$ cat src/rtl/wb_master_bridge.sv
// Wishbone classic initiator: one core-side request becomes one bus cycle,
// answered by a single-cycle response pulse, with an optional hang timeout.
module wb_master_bridge #(
    parameter int TIMEOUT = 256
) (
    input  logic        clk,
    input  logic        resetn,
    input  logic        req_valid,
    output logic        req_ready,
    input  logic        req_we,
    input  logic [31:0] req_adr,
    input  logic [31:0] req_dat,
    input  logic [3:0]  req_sel,
    output logic        rsp_valid,
    output logic [31:0] rsp_dat,
    output logic        rsp_err,
    output logic        wbm_cyc_o,
    output logic        wbm_stb_o,
    output logic        wbm_we_o,
    output logic [31:0] wbm_adr_o,
    output logic [31:0] wbm_dat_o,
    output logic [3:0]  wbm_sel_o,
    input  logic        wbm_ack_i,
    input  logic        wbm_err_i,
    input  logic [31:0] wbm_dat_i
);

    localparam int CW = (TIMEOUT > 0) ? $clog2(TIMEOUT + 1) : 1;
    localparam logic [CW-1:0] TLIM = (TIMEOUT > 0) ? CW'(TIMEOUT - 1) : '0;

    typedef enum logic {
        S_IDLE,
        S_BUS
    } state_e;

    state_e        state_q, state_d;
    logic          cyc_q, cyc_d;
    logic          we_q, we_d;
    logic [31:0]   adr_q, adr_d;
    logic [31:0]   dat_q, dat_d;
    logic [3:0]    sel_q, sel_d;
    logic          rsp_valid_q, rsp_valid_d;
    logic          rsp_err_q, rsp_err_d;
    logic [31:0]   rsp_dat_q, rsp_dat_d;
    logic [CW-1:0] cnt_q, cnt_d;

    always_ff @(posedge clk) begin
        if (!resetn) begin
            state_q     <= S_IDLE;
            cyc_q       <= 1'b0;
            we_q        <= 1'b0;
            adr_q       <= '0;
            dat_q       <= '0;
            sel_q       <= '0;
            rsp_valid_q <= 1'b0;
            rsp_err_q   <= 1'b0;
            rsp_dat_q   <= '0;
            cnt_q       <= '0;
        end else begin
            state_q     <= state_d;
            cyc_q       <= cyc_d;
            we_q        <= we_d;
            adr_q       <= adr_d;
            dat_q       <= dat_d;
            sel_q       <= sel_d;
            rsp_valid_q <= rsp_valid_d;
            rsp_err_q   <= rsp_err_d;
            rsp_dat_q   <= rsp_dat_d;
            cnt_q       <= cnt_d;
        end
    end

    always_comb begin
        state_d     = state_q;
        cyc_d       = cyc_q;
        we_d        = we_q;
        adr_d       = adr_q;
        dat_d       = dat_q;
        sel_d       = sel_q;
        rsp_valid_d = 1'b0;
        rsp_err_d   = rsp_err_q;
        rsp_dat_d   = rsp_dat_q;
        cnt_d       = cnt_q;

        unique case (state_q)
            S_IDLE: begin
                if (req_valid) begin
                    state_d = S_BUS;
                    cyc_d   = 1'b1;
                    we_d    = req_we;
                    adr_d   = req_adr;
                    dat_d   = req_dat;
                    sel_d   = req_sel;
                    cnt_d   = '0;
                end
            end
            S_BUS: begin
                // Dropping stb on the terminating edge keeps a registered-ack
                // target from acknowledging the same cycle twice.
                if (wbm_err_i || wbm_ack_i ||
                    (TIMEOUT != 0 && cnt_q == TLIM)) begin
                    state_d     = S_IDLE;
                    cyc_d       = 1'b0;
                    we_d        = 1'b0;
                    rsp_valid_d = 1'b1;
                    rsp_err_d   = wbm_err_i || !wbm_ack_i;
                    rsp_dat_d   = (!wbm_err_i && wbm_ack_i && !we_q)
                                  ? wbm_dat_i : 32'h0;
                end else begin
                    cnt_d = cnt_q + 1'b1;
                end
            end
            default: state_d = S_IDLE;
        endcase
    end

    assign req_ready = (state_q == S_IDLE);
    assign rsp_valid = rsp_valid_q;
    assign rsp_err   = rsp_err_q;
    assign rsp_dat   = rsp_dat_q;
    assign wbm_cyc_o = cyc_q;
    assign wbm_stb_o = cyc_q;
    assign wbm_we_o  = we_q;
    assign wbm_adr_o = adr_q;
    assign wbm_dat_o = dat_q;
    assign wbm_sel_o = sel_q;

endmodule
$ cat config.mk
export PLATFORM = sky130hd
export DESIGN_NAME = wb_master_bridge
export DESIGN_NICKNAME = d
export VERILOG_FILES = /design/src/rtl/wb_master_bridge.sv
export SDC_FILE = /design/constraint.sdc
export NUM_CORES = 1
export LEC_CHECK = 0
export BUFFER_PORTS_ARGS = -buffer_cell sky130_fd_sc_hd__clkbuf_2
export CORE_MARGIN = 2
export CORE_UTILIZATION = 48
export CTS_CLUSTER_SIZE = 10
export DETAILED_ROUTE_END_ITERATION = 10
export PLACE_DENSITY = 0.85
export SLEW_MARGIN = 20
export SYNTH_ARGS = -nofsm -noshare
export SYNTH_HDL_FRONTEND = slang
export SYNTH_SLANG_ARGS = --single-unit
$ cat constraint.sdc
create_clock -name clk -period 6.95 [get_ports clk]
set_clock_uncertainty 0.15 [all_clocks]
set_input_delay 0.3475 -clock clk [delete_from_list [all_inputs] [get_ports clk]]
set_output_delay 0.3475 -clock clk [all_outputs]
set_load 0.1 [all_outputs]
* Word level (Yosys, flattened, before mapping)
Cells that the tools add are included.
** Cells by class
- $add $sub $neg :: 1
- Multipliers :: 0
- Div/mod/pow operators :: 0
- $lt $le $gt $ge :: 0
- Equal/unequal tests :: 4
- Shifts and indexed selects :: 0
- Multiplexer cells :: 13
- Bitwise operators :: 1
- Reduce and logical (&&, ||, !) cells :: 13
** Operator list (count)
- two-way mux 32 bit :: 1
- two-way mux 9 bit :: 2
- case mux 9 bit (2 select lines) :: 1
- AND reduction 2 bit :: 5
- adder 9 x 1 -> 9 bit (second input constant) :: 1
- == test 9 x 8 -> 1 bit (second input constant) :: 1
- two-way mux 1 bit :: 6
- case mux 1 bit (2 select lines) :: 3
- != test 2 bit (second input constant) :: 2
- zero test 1 bit :: 3
- logical OR 1 bit :: 3
- logical AND 1 bit :: 2
- != test 2 x 1 -> 1 bit (second input constant) :: 1
- NOT 1 bit :: 1
** Word-level totals
- Register bits after elaboration :: 114
- Latch bits :: 0
- RAM bits :: 0
- ROM bits :: 0
- Input bits :: 106
- Output and inout bits :: 106
- Logic and storage cells :: 42
- Memories kept :: 0

* Longest topological paths before layout
Gate-level depths: netlist (run 1).
- Word-level depth :: 4
- Depth in mapped cells :: 8
- Gate-level depth less buffers :: 7

* Worst setup path after synthesis (run 1)
OpenSTA, ideal clock, no wires.
- Path kind :: reg-to-reg
- Start point :: register cnt_q[0]
- End point :: register cnt_q[5]
- Library setup time :: 70 ps
- Data arrival time :: 2052 ps
- Path slack :: 4678 ps
- Cell stages (with the launch flop) :: 9
- Path buffers :: 1
- Clock period less this slack :: 2272 ps
- Path through :: dfxtp_1 > ha_1 > nand3_1 > nor2_1 > ha_1 > or4b_1 > buf_2 > or4_1 > a21oi_1
** Between the ends
- Cells in the longest elaborated chain, start to end :: 4
** RTL lines
- start: declaration :: line 45 : logic [CW-1:0] cnt_q, cnt_d;
- start signal: assignment :: line 69 : cnt_q <= cnt_d;
- parallel branches: the longest is 4 deep, another holds adder 9 x 1 -> 9 bit
Several ways; the timed one is not identified. The select of a mux whose other input is x is not followed.
A chain may end at the register's enable or synchronous reset.

* Worst setup path in the final report (run 1)
Ends and elaborated chain as after synthesis.

==> key figures, run 1 <==
Status
  – Status: finished clean

Cells and area
  – Nets: 850
  – Final Instance Count excl. Fillers: about 860
  – Final core utilization: 84.1%
  – Layout cells sized above 1: approximately 34%
  – Layout Area Growth over Synthesis: 67.9%

STA
  – Max-slew headroom: 33.4%
  – Max Fclk: 398 MHz
  – Final period utilization: a little over a third
  – Final setup TNS: 0 ps
  – Tmin final: ~2500 ps
  – Final Hold Vio Count: 0
  – Final setup vio count: 0
  – RSZ-0062 raised after global routing: no
  – Worst-margin pin slew: 985 ps
  – Final setup margin: 4440 ps
  – Max-slew violations: 0
  – Worst hold slack: 48.9 ps

Placement
  – IO buf count: 211
  – Dpl ws: ~4500 ps
  – Dpl cells: 725
  – Routability cong.: 0.762
  – Detail Placement HPWL: 7660 um

Logic synthesis
  – Top-area cell type share of the netlist area: 58.3%
  – Top post-synthesis cells by count: 140 x nand2_1, 114 x dfxtp_1, 76 x a21oi_1, 33 x a22o_1, 25 x clkbuf_1
  – Count leader, synth: nand2_1
  – Flops & latches, synth: 114
  – Sequential fraction of the synthesis area: 58.3%
  – Syn avg cell area: 8.87 um^2
  – Post-Synth XOR/XNOR Area: 0%
  – Synth Instances: 441
  – Simple-Gate Fraction of Synth Area: 18.1%
  – Synth area leaders: dfxtp_1 58%, nand2_1 13%, a21oi_1 9.7%
  – Post-synth EDFFs: 0
  – Mapped Nets: between 500 and 600
  – Dominant synthesized flop cell: dfxtp_1
  – Adder-Cell Fraction of Synth Area: 0.640%
  – Post-synthesis mux area share: around 1.1%
  – Largest family of logic cells by synthesized area: compound AO/OA/AOI/OAI gates
  – Ys Warns: 0
  – Synth Cell Area: 3910 um^2
  – Synth area leader: dfxtp_1
  – Post-synthesis async set-or-reset flop share: 0%
  – Synth Area in Compound Gates: 18.1%
  – Synth cell types: 28

Setup path
  – Most used cell, CP: ha_1
  – Critical Path Fanout Max: 9
  – Crit-path slowest cell: or4b_1
  – Worst EP arrival: between 2000 and 3000 ps
  – Crit path kind: reg -> reg
  – Critical Path Max Stage Delay: 660 ps
  – CP cell instances: ha_1 -> nand3_1 -> nor2_1 -> ha_1 -> or4b_1 -> or4_1 -> a21oi_1
  – Crit start category: register
  – Worst Path Required: approximately 7200 ps
  – Critical Path Sink Type: register

Power
  – VDD IR max: 0.256 mV
  – Leak: 3.07 nW
  – Power per cell area: 286 nW/um^2

Routing
  – DRT Pass-1 Iters: 6
  – WL per Instance: 16.9 um
  – DRC errors left: 0
  – DR vias: around 4500
  – Vias per cell: approximately 5.3
  – ANT nets after route: 0
  – Drt initial violations: roughly 250
  – Drt total wl: roughly 15000 um

GRT
  – Pin count of the biggest net entering global routing: 48
  – Global-route usage over all layers: between 30% and 40%
  – GRT overflow: 0
  – Vias in the first global route: 4542
  – Global-route wire length before repair: between 20000 and 25000 um
  – Initial antenna violation count: 0

Clock network
  – Bufs on Longest Clock Path: 2
  – Root Buffer Master: clkbuf_8
  – Worst-Skew Late Latency: around 500 ps
  – H-tree Lvls: 4
  – Worst-path clk slew: 60 ps
  – CTS tree: yes
  – # clock sinks: 114
  – CTS Buf Count: 17

Job
  – Maximum Capacitance Violations: 0

Die
  – Initial core utilization: 50.1%
  – Number of cell rows: 32
  – Die Height: roughly 94 um
  – Core area: 7810 um^2
  – Die W: 94.3 um
  – Top Ports: roughly 210
  – Die area: 8890 um^2

Min path
  – HP Class: in -> reg
==> power breakdown <==
group | leakage [nW] | switching (mW) | internal, mW
combinational | 1.88 | 0.297 | 0.0972
clock | 0.257 | 0.303 | 0.483
sequential | 0.931 | 0.0176 | 0.683
==> final timing paths <==
check / from / to / slack (ps) / cells after the start
worst max-delay path: cnt_q[0] / cnt_q[5] / 4440 / 7
worst min-delay path: req_we / wbm_we_o / 50 / 3
worst max register to register: cnt_q[0] / cnt_q[5] / 4440 / 7
worst min register to register: wbm_adr_o[6] / wbm_adr_o[6] / 300 / 2
==> logic make-up after synthesis <==
kind of cell / Yosys count
simple gates: 170
compound gates: 114
flops: 114
buf+inv: 37
mux: 4
fa+ha+maj: 2
==> per-layer routing <==
layer,wire length [um],GRT usage [%],part of all wire (%),vias to the layer above
met5,0,0,0,-
met4,477,15.8,3.3,0
met3,1160,10.9,8.0,48
met2,7690,61.7,53,259
met1,5180,31.1,36,2130
li1,-,-,-,2097
==> final cells by class <==
class | count | area [um^2]
clock buffers | 20 | 435
multi-input cells | 290 | 1500
well taps | 102 | 128
diodes | 2 | 5.00
fillers | 405 | 1240
repair buffers | 316 | 2090
inverters | 3 | 11.3
flip-flops and latches | 114 | 2280
clock inverters | 12 | 110
==> sequential cells by signal (all words and copies together) (netlist names), 4 cells and up <==
register	cells
wbm_sel_o	4
cnt_q	9
rsp_dat	32
wbm_adr_o	32
wbm_dat_o	32
==> layout by cell type, fill, tap and decap left out, types with 2 or more instances in the layout <==
| master | n |
|---|---|
| clkinv_2 | 3 |
| clkbuf_8 | 2 |
| and3_1 | 3 |
| clkinvlp_4 | 4 |
| clkbuf_1 | 2 |
| mux2i_1 | 3 |
| a21oi_1 | 75 |
| or3_1 | 2 |
| a22o_1 | 33 |
| clkbuf_2 | 211 |
| ha_1 | 2 |
| inv_1 | 2 |
| nand3_1 | 8 |
| nand2b_1 | 6 |
| dlygate4sd3_1 | 100 |
| buf_4 | 5 |
| clkbuf_16 | 16 |
| dfxtp_1 | 114 |
| clkinv_4 | 3 |
| nand2_1 | 140 |
| diode_2 | 2 |
| nand4_1 | 3 |
==> critical path, delay by kind of cell (launching register included) <==
kind,cells,cell delay [ps]
simple gates,4,1340
compound gates,1,160
fa+ha+maj,2,460
flops,1,330
==> per-stage QoR <==
step	area, um^2	total power [mW]
after detailed placement	5020	1.05
after global routing	6560	1.94
after CTS	6560	1.87
final	6570	1.88
after global placement	5020	1.05
after floorplan	3910	0.979
==> what timing repair did <==
item | in CTS | in global routing
buffers inserted | 0 | 0
gates resized for setup | 0 | 0
endpoints found under the hold margin | 100 | 0
hold buffers | 100 | 0
Note: power is estimated with default switching activity, not from simulation.
==> inputs of run 2 (changes only) <==
Settings changed: CORE_UTILIZATION 48 to 44, PLACE_DENSITY 0.85 to 0.79.
Clock period 6.95 ns to 2.4 ns, I/O delays scaled along.
==> run 2 against run 1 <==
Compared with the run above:
- sequential power increased to 2.9 times the previous value
- critical path depth rose by 1
- combinational power rose to 2.9 times the previous value
- sequential share of layout area decreased by 1.1 points
- clock power rose to 3.3 times the previous value
- setup slack worse by 4300 ps
- critical endpoint is now cnt_q[3]
- highest routed layer unchanged
==> key figures, run 2 (synthesized netlist as in run 1, its figures left out) <==
Setup path
  – Crit path launch: cnt_q[0]
  – Worst R2R Path Depth: 8
  – Critical Path Max Stage Delay: 510 ps
  – Crit-path slowest cell: or4b_4
  – Reg-to-reg startpoint: cnt_q[0]
  – Crit start category: register
  – Critical Path Sink Type: register
  – Worst EP arrival: about 2500 ps
  – Crit path kind: reg -> reg
  – Critical Path Fanout Max: 7
  – CP top delay family: simple AND/OR/NAND/NOR gates
  – Worst Path Required: 2660 ps
  – CP cell instances: ha_4 -> nand3_1 -> nor2_1 -> ha_1 -> or4b_4 -> buf_4 -> or3_1 -> a21oi_1
  – WP depth: 8
  – Worst path bufs/invs: 1

GRT
  – GRT overflow: 0
  – Initial antenna violation count: 0
  – Vias in the first global route: between 4000 and 5000
  – Global-route wire length before repair: 21000 um
  – Pin count of the biggest net entering global routing: 48
  – Global-route usage over all layers: 26.7%

STA
  – RSZ-0062 raised after global routing: no
  – Final setup TNS: 0 ps
  – Max Fclk: roughly 440 MHz
  – Max-slew violations: 0
  – Worst-margin pin slew: 686 ps
  – Max-slew headroom: a little over half
  – Final Hold Vio Count: 0
  – Final period utilization: 94.4%
  – Final setup vio count: 0
  – Tmin final: 2270 ps

Cells and area
  – Ant diodes: 0
  – Area occupied by multi-input gates: between 1500 and 2000 um^2
  – Nets: 861
  – Most common cell after layout, fill and taps aside: clkbuf_2
  – Layout cells sized above 1: 34.1%
  – Reg area: 2280 um^2
  – Most frequent cells in the layout: 211 x clkbuf_2, 140 x nand2_1, 114 x dfxtp_1
  – Number of fill cells: 561
  – Post-route cell area: 6780 um^2
  – Layout Area Growth over Synthesis: 73.2%

Die
  – Core area: 8680 um^2
  – Initial core utilization: 45.1%
  – Top Ports: roughly 210
  – Die area: 9660 um^2
  – Die W: 98.3 um
  – Number of cell rows: 34
  – Die Height: 98.3 um

Clock network
  – Worst-Skew Late Latency: 490 ps
  – Root Buffer Master: clkbuf_8
  – CTS Buf Count: 17
  – # clock sinks: 114
  – CTS tree: yes
  – H-tree Lvls: 4
  – Worst-path clk slew: 60 ps
  – Bufs on Longest Clock Path: 2

Routing
  – Drt initial violations: 190
  – Drt total wl: around 13000 um
  – DR vias: 4441
  – WL per Instance: 15.0 um
  – Vias per cell: 5.08
  – ANT nets after route: 0
  – DRT Pass-1 Iters: 4
  – DRC errors left: 0

Placement
  – IO buf count: between 200 and 250
  – Detail Placement HPWL: 7150 um
  – Routability cong.: about 0.77
  – Post-Place Cell Area: just over 5000 um^2

Power
  – VDD IR max: 0.600 mV
  – Total power: 5.75 mW
  – Power per cell area: between 800 and 900 nW/um^2
  – Leak: 3.17 nW

Min path
  – HP Class: in -> reg
  – Hold Path Stages: 5
  – Hold path startpoint: req_valid

Job
  – Maximum Capacitance Violations: 0

Status
  – Status: finished clean
-- run 2: worst min-delay path, delay by kind of cell --
| kind | cells | cell delay [ps] |
|---|---|---|
| and+or+nand+nor | 2 | 210 |
| buffers and inverters | 2 | 310 |
| AOI/OAI and AO/OA | 1 | 50 |
-- run 2: area by class of cell --
| cell class | instances | share of cell area (%) |
|---|---|---|
| Sequential cell | 114 | 33.7 |
| Tap cell | 108 | 1.99 |
| Clock buffer | 19 | 6.37 |
| Timing Repair Buffer | 327 | 32.7 |
| Clock inverter | 13 | 2.70 |
| Inverter | 3 | 0.166 |
| Multi-Input combinational cell | 290 | 22.4 |
-- run 2: power by group --
group	internal [mW]	total, mW	switching, mW
Clock	1.71	2.58	0.862
Sequential	1.98	2.03	0.0474
Combinational	0.299	1.15	0.851
Total	3.99	5.75	1.76
-- run 2: worst paths after layout --
path / end / slack, ps
worst min-delay path: wbm_dat_o[5] / 100
worst min register to register: wbm_dat_o[31] / 300
worst max-delay path: cnt_q[3] / 130
worst max register to register: cnt_q[3] / 130
-- run 2: repair_timing --
| item | CTS | global route |
|---|---|---|
| gates resized for setup | 1 | 3 |
| endpoints found under the hold margin | 111 | 0 |
| hold buffers | 106 | 0 |
| setup endpoints to repair | 1 | 2 |
| buffers inserted | 0 | 0 |
-- run 2: metrics by stage --
step	hold WS, ps	worst slack, ps	std cells	utilization [%]
floorplan	95.5	128	441	-
global placement	182	107	736	58.6
detailed placement	185	15.7	736	58.6
CTS	74.8	44.6	874	77.9
global route	97.4	30.3	874	78.1
finish	102	134	874	78.1
-- run 2: metal layers --
layer / GRT usage [%] / wire length, um
met5: 0 / 0
met4: 8.96 / 232
met3: 8.16 / 876
met2: 50.2 / 6920
met1: 28.1 / 5110
